$ cat config.mk
export PLATFORM = sky130hd
export DESIGN_NAME = multicycle_control_flat
export DESIGN_NICKNAME = d
export VERILOG_FILES = /design/src/rtl/multicycle_control_pkg.sv /design/src/rtl/multicycle_control_if.sv /design/src/rtl/multicycle_control_decode.sv /design/src/rtl/multicycle_control.sv /design/src/flat_wrapper.sv
export SDC_FILE = /design/constraint.sdc
export NUM_CORES = 1
export LEC_CHECK = 0
export CORE_MARGIN = 2
export CORE_UTILIZATION = 50
export DETAILED_ROUTE_END_ITERATION = 7
export HOLD_SLACK_MARGIN = 0.12
export PLACE_DENSITY = 0.8
export SYNTH_ARGS = -nofsm -noshare
export SYNTH_HDL_FRONTEND = slang
export SYNTH_SLANG_ARGS = --single-unit
$ cat constraint.sdc
create_clock -name CLK -period 2.8 [get_ports CLK]
set_clock_uncertainty 0.1 [all_clocks]
set_input_delay 0.42 -clock CLK [delete_from_list [all_inputs] [get_ports CLK]]
set_output_delay 0.42 -clock CLK [all_outputs]
set_load 0.05 [all_outputs]
$ cat src/rtl/multicycle_control_pkg.sv
// Shared constants for the multicycle controller: opcodes, ALU/writeback codes,
// FSM state encodings and trap causes.
package multicycle_control_pkg;

  localparam logic [2:0] OP_RTYPE = 3'd0;
  localparam logic [2:0] OP_ITYPE = 3'd1;
  localparam logic [2:0] OP_LW    = 3'd2;
  localparam logic [2:0] OP_SW    = 3'd3;
  localparam logic [2:0] OP_BEQ   = 3'd4;
  localparam logic [2:0] OP_BNE   = 3'd5;
  localparam logic [2:0] OP_JIN   = 3'd6;
  localparam logic [2:0] OP_JOUT  = 3'd7;

  localparam logic [2:0] ALU_NOP = 3'd0;
  localparam logic [2:0] ALU_ADD = 3'd1;
  localparam logic [2:0] ALU_SUB = 3'd2;
  localparam logic [2:0] ALU_AND = 3'd3;
  localparam logic [2:0] ALU_OR  = 3'd4;
  localparam logic [2:0] ALU_XOR = 3'd5;
  localparam logic [2:0] ALU_SLT = 3'd6;
  localparam logic [2:0] ALU_SLL = 3'd7;

  localparam logic [1:0] RS_MEM = 2'd0;
  localparam logic [1:0] RS_ALU = 2'd1;
  localparam logic [1:0] RS_PC  = 2'd2;

  localparam logic [2:0] ST_FETCH  = 3'd0;
  localparam logic [2:0] ST_DECODE = 3'd1;
  localparam logic [2:0] ST_EXEC   = 3'd2;
  localparam logic [2:0] ST_MEM    = 3'd3;
  localparam logic [2:0] ST_WB     = 3'd4;
  localparam logic [2:0] ST_TRAP   = 3'd5;

  localparam logic [1:0] TC_NONE     = 2'd0;
  localparam logic [1:0] TC_ILLEGAL  = 2'd1;
  localparam logic [1:0] TC_FETCH_TO = 2'd2;
  localparam logic [1:0] TC_MEM_TO   = 2'd3;

  typedef enum logic [2:0] {
    CLS_ALU, CLS_LW, CLS_SW, CLS_BRANCH, CLS_JIN, CLS_JOUT
  } op_class_t;

  function automatic logic [2:0] rtype_aluop(input logic [1:0] fn);
    case (fn)
      2'd0:    rtype_aluop = ALU_ADD;
      2'd1:    rtype_aluop = ALU_SUB;
      2'd2:    rtype_aluop = ALU_AND;
      default: rtype_aluop = ALU_OR;
    endcase
  endfunction

  function automatic logic [2:0] itype_aluop(input logic [1:0] subop);
    case (subop)
      2'd0:    itype_aluop = ALU_ADD;
      2'd1:    itype_aluop = ALU_XOR;
      2'd2:    itype_aluop = ALU_SLT;
      default: itype_aluop = ALU_SLL;
    endcase
  endfunction

endpackage

$ cat src/rtl/multicycle_control_if.sv
// IR / memory handshake and datapath control bundle between the controller
// (master) and the datapath/memory side (slave).
interface multicycle_control_if #(
  parameter int OPCODE_W = 3,
  parameter int FUNC_W   = 4,
  parameter int ALUOP_W  = 3
);
  logic [OPCODE_W-1:0] opcode;
  logic [FUNC_W-1:0]   func;
  logic                fetch_ack;
  logic                mem_ready;
  logic                trap_clear;
  logic                fetch_req;
  logic                ir_write;
  logic                pc_write;
  logic                RegWrite;
  logic                ALUsrc;
  logic                MemWrite;
  logic                MemRead;
  logic                Branch;
  logic                JumpOut;
  logic [ALUOP_W-1:0]  ALUop;
  logic [1:0]          RegStore;
  logic                busy;
  logic                trap;
  logic [1:0]          trap_cause;

  modport master (
    input  opcode, func, fetch_ack, mem_ready, trap_clear,
    output fetch_req, ir_write, pc_write, RegWrite, ALUsrc, MemWrite, MemRead,
           Branch, JumpOut, ALUop, RegStore, busy, trap, trap_cause
  );

  modport slave (
    output opcode, func, fetch_ack, mem_ready, trap_clear,
    input  fetch_req, ir_write, pc_write, RegWrite, ALUsrc, MemWrite, MemRead,
           Branch, JumpOut, ALUop, RegStore, busy, trap, trap_cause
  );
endinterface

$ cat src/rtl/multicycle_control_decode.sv
// Combinational instruction decode: opcode/func to control bundle plus an
// illegal-encoding flag. The FSM registers these in DECODE.
module control_decode
  import multicycle_control_pkg::*;
#(
  parameter int OPCODE_W = 3,
  parameter int FUNC_W   = 4,
  parameter int ALUOP_W  = 3
) (
  input  logic [OPCODE_W-1:0] opcode,
  input  logic [FUNC_W-1:0]   func,
  output op_class_t           op_class,
  output logic                alusrc,
  output logic [ALUOP_W-1:0]  aluop,
  output logic [1:0]          regstore,
  output logic                illegal
);
  logic       op_hi;
  logic       func_hi;
  logic [2:0] op_lo;
  logic [1:0] subop;

  assign op_lo = opcode[2:0];
  assign subop = func[FUNC_W-1:FUNC_W-2];

  // Opcodes above 7 only exist when the field is wider than 3 bits.
  if (OPCODE_W > 3) begin : g_op_wide
    assign op_hi = |opcode[OPCODE_W-1:3];
  end else begin : g_op_narrow
    assign op_hi = 1'b0;
  end

  if (FUNC_W > 2) begin : g_func_wide
    assign func_hi = |func[FUNC_W-1:2];
  end else begin : g_func_narrow
    assign func_hi = 1'b0;
  end

  always_comb begin
    op_class = CLS_ALU;
    alusrc   = 1'b0;
    aluop    = '0;
    regstore = RS_MEM;
    illegal  = op_hi;
    case (op_lo)
      OP_RTYPE: begin
        alusrc   = 1'b1;
        regstore = RS_ALU;
        aluop    = ALUOP_W'(rtype_aluop(func[1:0]));
        illegal  = op_hi | func_hi;
      end
      OP_ITYPE: begin
        regstore = RS_ALU;
        aluop    = ALUOP_W'(itype_aluop(subop));
      end
      OP_LW: begin
        op_class = CLS_LW;
        aluop    = ALUOP_W'(ALU_ADD);
      end
      OP_SW: begin
        op_class = CLS_SW;
        aluop    = ALUOP_W'(ALU_ADD);
      end
      OP_BEQ, OP_BNE: begin
        op_class = CLS_BRANCH;
        aluop    = ALUOP_W'(ALU_SUB);
      end
      OP_JIN: begin
        op_class = CLS_JIN;
        regstore = RS_PC;
        aluop    = ALUOP_W'(ALU_NOP);
      end
      default: begin
        op_class = CLS_JOUT;
        aluop    = ALUOP_W'(ALU_NOP);
      end
    endcase
  end

endmodule

$ cat src/rtl/multicycle_control.sv
// Multicycle instruction sequencer: FETCH/DECODE/EXEC/MEM/WB with memory
// handshakes, phase-gated datapath enables and illegal/timeout traps.
module multicycle_control
  import multicycle_control_pkg::*;
#(
  parameter int OPCODE_W = 3,
  parameter int FUNC_W   = 4,
  parameter int ALUOP_W  = 3,
  parameter int TIMEOUT  = 16
) (
  input logic                 CLK,
  input logic                 reset,
  multicycle_control_if.master bus
);
  localparam int CNT_W = $clog2(TIMEOUT + 1);

  logic [2:0]         state, state_nxt;
  logic [1:0]         cause_q, cause_nxt;
  logic [CNT_W-1:0]   cnt;
  logic               expired;
  logic               in_body;

  op_class_t          cls_q, d_class;
  logic               alusrc_q, d_alusrc;
  logic [ALUOP_W-1:0] aluop_q, d_aluop;
  logic [1:0]         regstore_q, d_regstore;
  logic               d_illegal;

  control_decode #(
    .OPCODE_W (OPCODE_W),
    .FUNC_W   (FUNC_W),
    .ALUOP_W  (ALUOP_W)
  ) u_decode (
    .opcode   (bus.opcode),
    .func     (bus.func),
    .op_class (d_class),
    .alusrc   (d_alusrc),
    .aluop    (d_aluop),
    .regstore (d_regstore),
    .illegal  (d_illegal)
  );

  // This is the last wait cycle; a handshake now still succeeds.
  assign expired = (cnt == CNT_W'(TIMEOUT - 1));
  assign in_body = (state == ST_EXEC) || (state == ST_MEM) || (state == ST_WB);

  always_comb begin
    state_nxt = state;
    cause_nxt = cause_q;
    case (state)
      ST_FETCH: begin
        if (bus.fetch_ack) begin
          state_nxt = ST_DECODE;
        end else if (expired) begin
          state_nxt = ST_TRAP;
          cause_nxt = TC_FETCH_TO;
        end
      end
      ST_DECODE: begin
        if (d_illegal) begin
          state_nxt = ST_TRAP;
          cause_nxt = TC_ILLEGAL;
        end else begin
          state_nxt = ST_EXEC;
        end
      end
      ST_EXEC: begin
        case (cls_q)
          CLS_LW, CLS_SW:       state_nxt = ST_MEM;
          CLS_BRANCH, CLS_JOUT: state_nxt = ST_FETCH;
          default:              state_nxt = ST_WB;
        endcase
      end
      ST_MEM: begin
        if (bus.mem_ready) begin
          state_nxt = (cls_q == CLS_LW) ? ST_WB : ST_FETCH;
        end else if (expired) begin
          state_nxt = ST_TRAP;
          cause_nxt = TC_MEM_TO;
        end
      end
      ST_WB:   state_nxt = ST_FETCH;
      ST_TRAP: if (bus.trap_clear) state_nxt = ST_FETCH;
      default: state_nxt = ST_FETCH;
    endcase
  end

  always_ff @(posedge CLK or negedge reset) begin
    if (!reset) begin
      state      <= ST_FETCH;
      cause_q    <= TC_NONE;
      cnt        <= '0;
      cls_q      <= CLS_ALU;
      alusrc_q   <= 1'b0;
      aluop_q    <= '0;
      regstore_q <= RS_MEM;
    end else begin
      state   <= state_nxt;
      cause_q <= cause_nxt;
      if (state_nxt != state) begin
        cnt <= '0;
      end else if (cnt != CNT_W'(TIMEOUT)) begin
        cnt <= cnt + CNT_W'(1);
      end
      if (state == ST_DECODE) begin
        cls_q      <= d_class;
        alusrc_q   <= d_alusrc;
        aluop_q    <= d_aluop;
        regstore_q <= d_regstore;
      end
    end
  end

  // Outputs decode from state so an asynchronous reset silences them at once;
  // fetch_req is additionally held off while reset is asserted.
  assign bus.fetch_req  = reset && (state == ST_FETCH);
  assign bus.ir_write   = bus.fetch_req && bus.fetch_ack;
  assign bus.pc_write   = ((state == ST_EXEC) && ((cls_q == CLS_BRANCH) || (cls_q == CLS_JOUT)))
                       || ((state == ST_MEM) && (cls_q == CLS_SW) && bus.mem_ready)
                       || (state == ST_WB);
  assign bus.RegWrite   = (state == ST_WB);
  assign bus.MemRead    = (state == ST_MEM) && (cls_q == CLS_LW);
  assign bus.MemWrite   = (state == ST_MEM) && (cls_q == CLS_SW);
  assign bus.Branch     = (state == ST_EXEC) &&
                          ((cls_q == CLS_BRANCH) || (cls_q == CLS_JOUT) || (cls_q == CLS_JIN));
  assign bus.JumpOut    = (state == ST_EXEC) && (cls_q == CLS_JOUT);
  assign bus.ALUsrc     = in_body && alusrc_q;
  assign bus.ALUop      = in_body ? aluop_q : '0;
  assign bus.RegStore   = in_body ? regstore_q : RS_MEM;
  assign bus.busy       = (state != ST_FETCH) && (state != ST_TRAP);
  assign bus.trap       = (state == ST_TRAP);
  assign bus.trap_cause = cause_q;

endmodule

$ cat src/flat_wrapper.sv
// flat-port wrapper written by rule: the top's interface ports become plain ports
module multicycle_control_flat import multicycle_control_pkg::*;
#(
  parameter int OPCODE_W = 3,
  parameter int FUNC_W   = 4,
  parameter int ALUOP_W  = 3,
  parameter int TIMEOUT  = 16
)
  (CLK, reset, bus_opcode, bus_func, bus_fetch_ack, bus_mem_ready, bus_trap_clear, bus_fetch_req, bus_ir_write, bus_pc_write, bus_RegWrite, bus_ALUsrc, bus_MemWrite, bus_MemRead, bus_Branch, bus_JumpOut, bus_ALUop, bus_RegStore, bus_busy, bus_trap, bus_trap_cause);
  multicycle_control_if #(.OPCODE_W(OPCODE_W), .FUNC_W(FUNC_W), .ALUOP_W(ALUOP_W)) bus_i ();
  input logic CLK;
  input logic reset;
  input wire logic [$bits(bus_i.opcode)-1:0] bus_opcode;
  input wire logic [$bits(bus_i.func)-1:0] bus_func;
  input wire logic [$bits(bus_i.fetch_ack)-1:0] bus_fetch_ack;
  input wire logic [$bits(bus_i.mem_ready)-1:0] bus_mem_ready;
  input wire logic [$bits(bus_i.trap_clear)-1:0] bus_trap_clear;
  output wire logic [$bits(bus_i.fetch_req)-1:0] bus_fetch_req;
  output wire logic [$bits(bus_i.ir_write)-1:0] bus_ir_write;
  output wire logic [$bits(bus_i.pc_write)-1:0] bus_pc_write;
  output wire logic [$bits(bus_i.RegWrite)-1:0] bus_RegWrite;
  output wire logic [$bits(bus_i.ALUsrc)-1:0] bus_ALUsrc;
  output wire logic [$bits(bus_i.MemWrite)-1:0] bus_MemWrite;
  output wire logic [$bits(bus_i.MemRead)-1:0] bus_MemRead;
  output wire logic [$bits(bus_i.Branch)-1:0] bus_Branch;
  output wire logic [$bits(bus_i.JumpOut)-1:0] bus_JumpOut;
  output wire logic [$bits(bus_i.ALUop)-1:0] bus_ALUop;
  output wire logic [$bits(bus_i.RegStore)-1:0] bus_RegStore;
  output wire logic [$bits(bus_i.busy)-1:0] bus_busy;
  output wire logic [$bits(bus_i.trap)-1:0] bus_trap;
  output wire logic [$bits(bus_i.trap_cause)-1:0] bus_trap_cause;
  assign bus_i.opcode = bus_opcode;
  assign bus_i.func = bus_func;
  assign bus_i.fetch_ack = bus_fetch_ack;
  assign bus_i.mem_ready = bus_mem_ready;
  assign bus_i.trap_clear = bus_trap_clear;
  assign bus_fetch_req = bus_i.fetch_req;
  assign bus_ir_write = bus_i.ir_write;
  assign bus_pc_write = bus_i.pc_write;
  assign bus_RegWrite = bus_i.RegWrite;
  assign bus_ALUsrc = bus_i.ALUsrc;
  assign bus_MemWrite = bus_i.MemWrite;
  assign bus_MemRead = bus_i.MemRead;
  assign bus_Branch = bus_i.Branch;
  assign bus_JumpOut = bus_i.JumpOut;
  assign bus_ALUop = bus_i.ALUop;
  assign bus_RegStore = bus_i.RegStore;
  assign bus_busy = bus_i.busy;
  assign bus_trap = bus_i.trap;
  assign bus_trap_cause = bus_i.trap_cause;
  multicycle_control #(.OPCODE_W(OPCODE_W), .FUNC_W(FUNC_W), .ALUOP_W(ALUOP_W), .TIMEOUT(TIMEOUT)) u_core (.CLK(CLK), .reset(reset), .bus(bus_i));
endmodule
==> impl_metrics.csv <==
group,metric,value,unit
clock_tree,htreeDepth,1,
sta,period_share,96.3,%
sta,worst_pin_slew,0.643,ns
route,vias_per_cell,5.55,
placed_design,dp_hpwl,2.35,mm
global_routing,grt-ovfl-total,0,
global_routing,grt_pass1_wl,5.33,mm
run,cap_violations,0,
synth,async_flop_share,100,%
synth,syn-cell-area,1310,um2
clock_tree,clk_path_buf_depth,2,
sta,grt_setup_unrepaired,"no",
route,detail-route-antenna-nets,0,
route,vias,1216,
placed_design,place_inst,215,
sta,post-route-min-period,2.70,ns
route,drc,0,
sta,hold_viol_final,0,
sta,setup_viol,0,
critical_path,worst-path-buf-inv,1,
critical_path,crit_slowest_cell,"clkdlybuf4s50_1",
route,drt-pass1-iter-count,4,
critical_path,startpoint_type,"flop",
floorplanning,chipHeight,55.2,um
floorplanning,dieArea,3050,um2
synth,synth_top_flop_cell,"dfrtp_1",
clock_tree,cts-root-buf,"clkbuf_4",
clock_tree,cts_made_buffers,3,
route,wl_per_cell,13.9,um
cells_and_area,finalNetCount,208,
placed_design,portBuffers,29,
synth,synth-seq-area-share,36.2,%
clock_tree,hold_buffers,0,
clock_tree,cts.sinks,19,
global_routing,globalRouteTotalUtil,21.5,%
critical_path,critPathArrivalTime,2.18,ns
synth,syn_avg_cell_area,8.36,um2
synth,ys_ff_latch,19,
floorplanning,die_x,55.2,um
floorplanning,core,2480,um2
power_and_ir_drop,p_per_area,966,nW/um2
global_routing,grt_pass1_vias,1216,
route,routed_wl,3.04,mm
cells_and_area,layout_commonest_cell,"dfrtp_1",
power_and_ir_drop,total_power,1.65,mW
synth,yosys_warnings,0,
cells_and_area,final_cell_mix,"dfrtp_1, nand2_1, clkdlybuf4s50_1",
power_and_ir_drop,ir_drop,0.623,mV
sta,final-max-slew-violation-count,0,
cells_and_area,diodes,0,
cells_and_area,instances_no_fill,219,
clock_tree,path_clk_slew,0.11,ns
synth,syn_inst,157,
floorplanning,io_pins,30,
synth,synth.distinct_cells,44,
sta,fmax,0.371,GHz
floorplanning,start_util,53.0,%
worst_hold_path,hold_class,"reg -> reg",
critical_path,cpPeakStageDelay,0.80,ns
synth,syn_nets,175,
global_routing,grt_antenna_before_repair,0,
floorplanning,rows,18,
critical_path,crit_family,"buffers and inverters",
cells_and_area,fillers,221,
outcome,outcome,"completed",
clock_tree,clk_latency,0.30,ns
placed_design,routabilityCongestion,0.869,
route,drt_first_iter_violations,24,
cells_and_area,final-seq-area,475,um2
synth,synth_edf_count,0,
cells_and_area,multiInputGateArea,783,um2
critical_path,crit_type,"reg -> out",
critical_path,worstPathMaxFanout,7,
power_and_ir_drop,leakagePower,0.791,nW
critical_path,crit_chain,"or3b_2 > nor2_1 > clkdlybuf4s50_1",
sta,relSlewSlack,56.8,%
cells_and_area,syn_to_final_growth,30.0,%
critical_path,crit_required,2.28,ns
global_routing,grt_max_degree,20,
clock_tree,cts_tree,"built",
critical_path,cp-end-kind,"output pin",
cells_and_area,drive_gt1_share,13.8,%
## worst paths after layout
path | startpoint | end | slack (ns) | cells after the start
setup reg to reg | u_core.cnt[1] | u_core.cnt[2] | 0.26 | 8
min in group asynchronous | reset | u_core.state[0] | 0.43 | 2
max in group asynchronous | reset | u_core.cls_q[1] | 1.97 | 2
setup / recovery | u_core.cls_q[1] | bus_MemRead | 0.10 | 3
hold / removal | u_core.regstore_q[0] | u_core.regstore_q[0] | 0.39 | 2
hold reg to reg | u_core.regstore_q[0] | u_core.regstore_q[0] | 0.39 | 2
## layer usage
metal | vias to the layer above | wire length (um) | GRT usage, %
met5 | - | 0 | 0
met4 | 0 | 29 | 9.76
met3 | 2 | 99 | 3.51
met2 | 26 | 1560 | 35.9
met1 | 580 | 1350 | 27.2
li1 | 608 | - | -
## synth_stat cells (4+ instances only)
cell type | count | area, um2
a21oi_1 | 6 | 30.0
clkbuf_1 | 6 | 22.5
dfrtp_1 | 19 | 475
ha_1 | 6 | 75.1
inv_1 | 6 | 22.5
nand2_1 | 18 | 67.6
nand2b_1 | 5 | 31.3
nor2_1 | 11 | 41.3
nor2b_1 | 14 | 87.6
nor3_1 | 11 | 55.1
o21ai_0 | 9 | 45.0
xnor2_1 | 4 | 35.0
## final cells by class
type                       instances  share of cell area [%]
multi-input combinational        124                    45.9
sequential                        19                    27.9
timing repair buffer              35                    21.0
tap                               30                    2.20
clock buffer                       4                    1.54
inverter                           7                    1.54
## sequential cells by signal, indices dropped and copies added, names as in the netlist
signal / flops
u_core.aluop_q: 3
u_core.alusrc_q: 1
u_core.bus.trap_cause: 2
u_core.cls_q: 3
u_core.cnt: 5
u_core.regstore_q: 2
u_core.state: 3
## where the power goes
part	total (mW)	leakage (nW)	internal, mW	switching, mW
sequential	0.482	0.251	0.371	0.111
combinational	1.02	0.525	0.394	0.627
clock	0.145	0.0150	0.0555	0.0890
total	1.65	0.791	0.821	0.827
## kinds of logic after synthesis
group           share of synthesized area, %
xor+xnor                                3.34
flops                                   36.2
mux                                     2.38
simple gates                            33.1
buf+inv                                 4.10
fa+ha+maj                               5.72
compound gates                          15.2
## per-stage QoR
| stage | area, um2 | utilization [%] | TNS (ns) | worst slack [ns] | hold slack (ns) |
|---|---|---|---|---|---|
| floorplan | 1310 | - | -0.605 | -0.101 | 0.0244 |
| global placement | 1670 | 67.5 | 0 | 0.226 | 0.352 |
| detailed placement | 1670 | 67.5 | 0 | 0.143 | 0.369 |
| CTS | 1700 | 68.6 | 0 | 0.0382 | 0.395 |
| global route | 1710 | 68.9 | 0 | 0.0445 | 0.429 |
| finish | 1710 | 68.9 | 0 | 0.103 | 0.391 |
## worst min-delay path, stage by stage (launching register included)
cell,delay [ns]
dfrtp_1,0.36
nand2_1,0.05
nand2_1,0.06
## timing repair
action                     4_1_cts  5_1_grt
setup endpoints to repair        0        3
setup buffers                    0        0
hold endpoints to repair         0        0
resized for setup                0        3
Power figures use the tool's default switching activity.
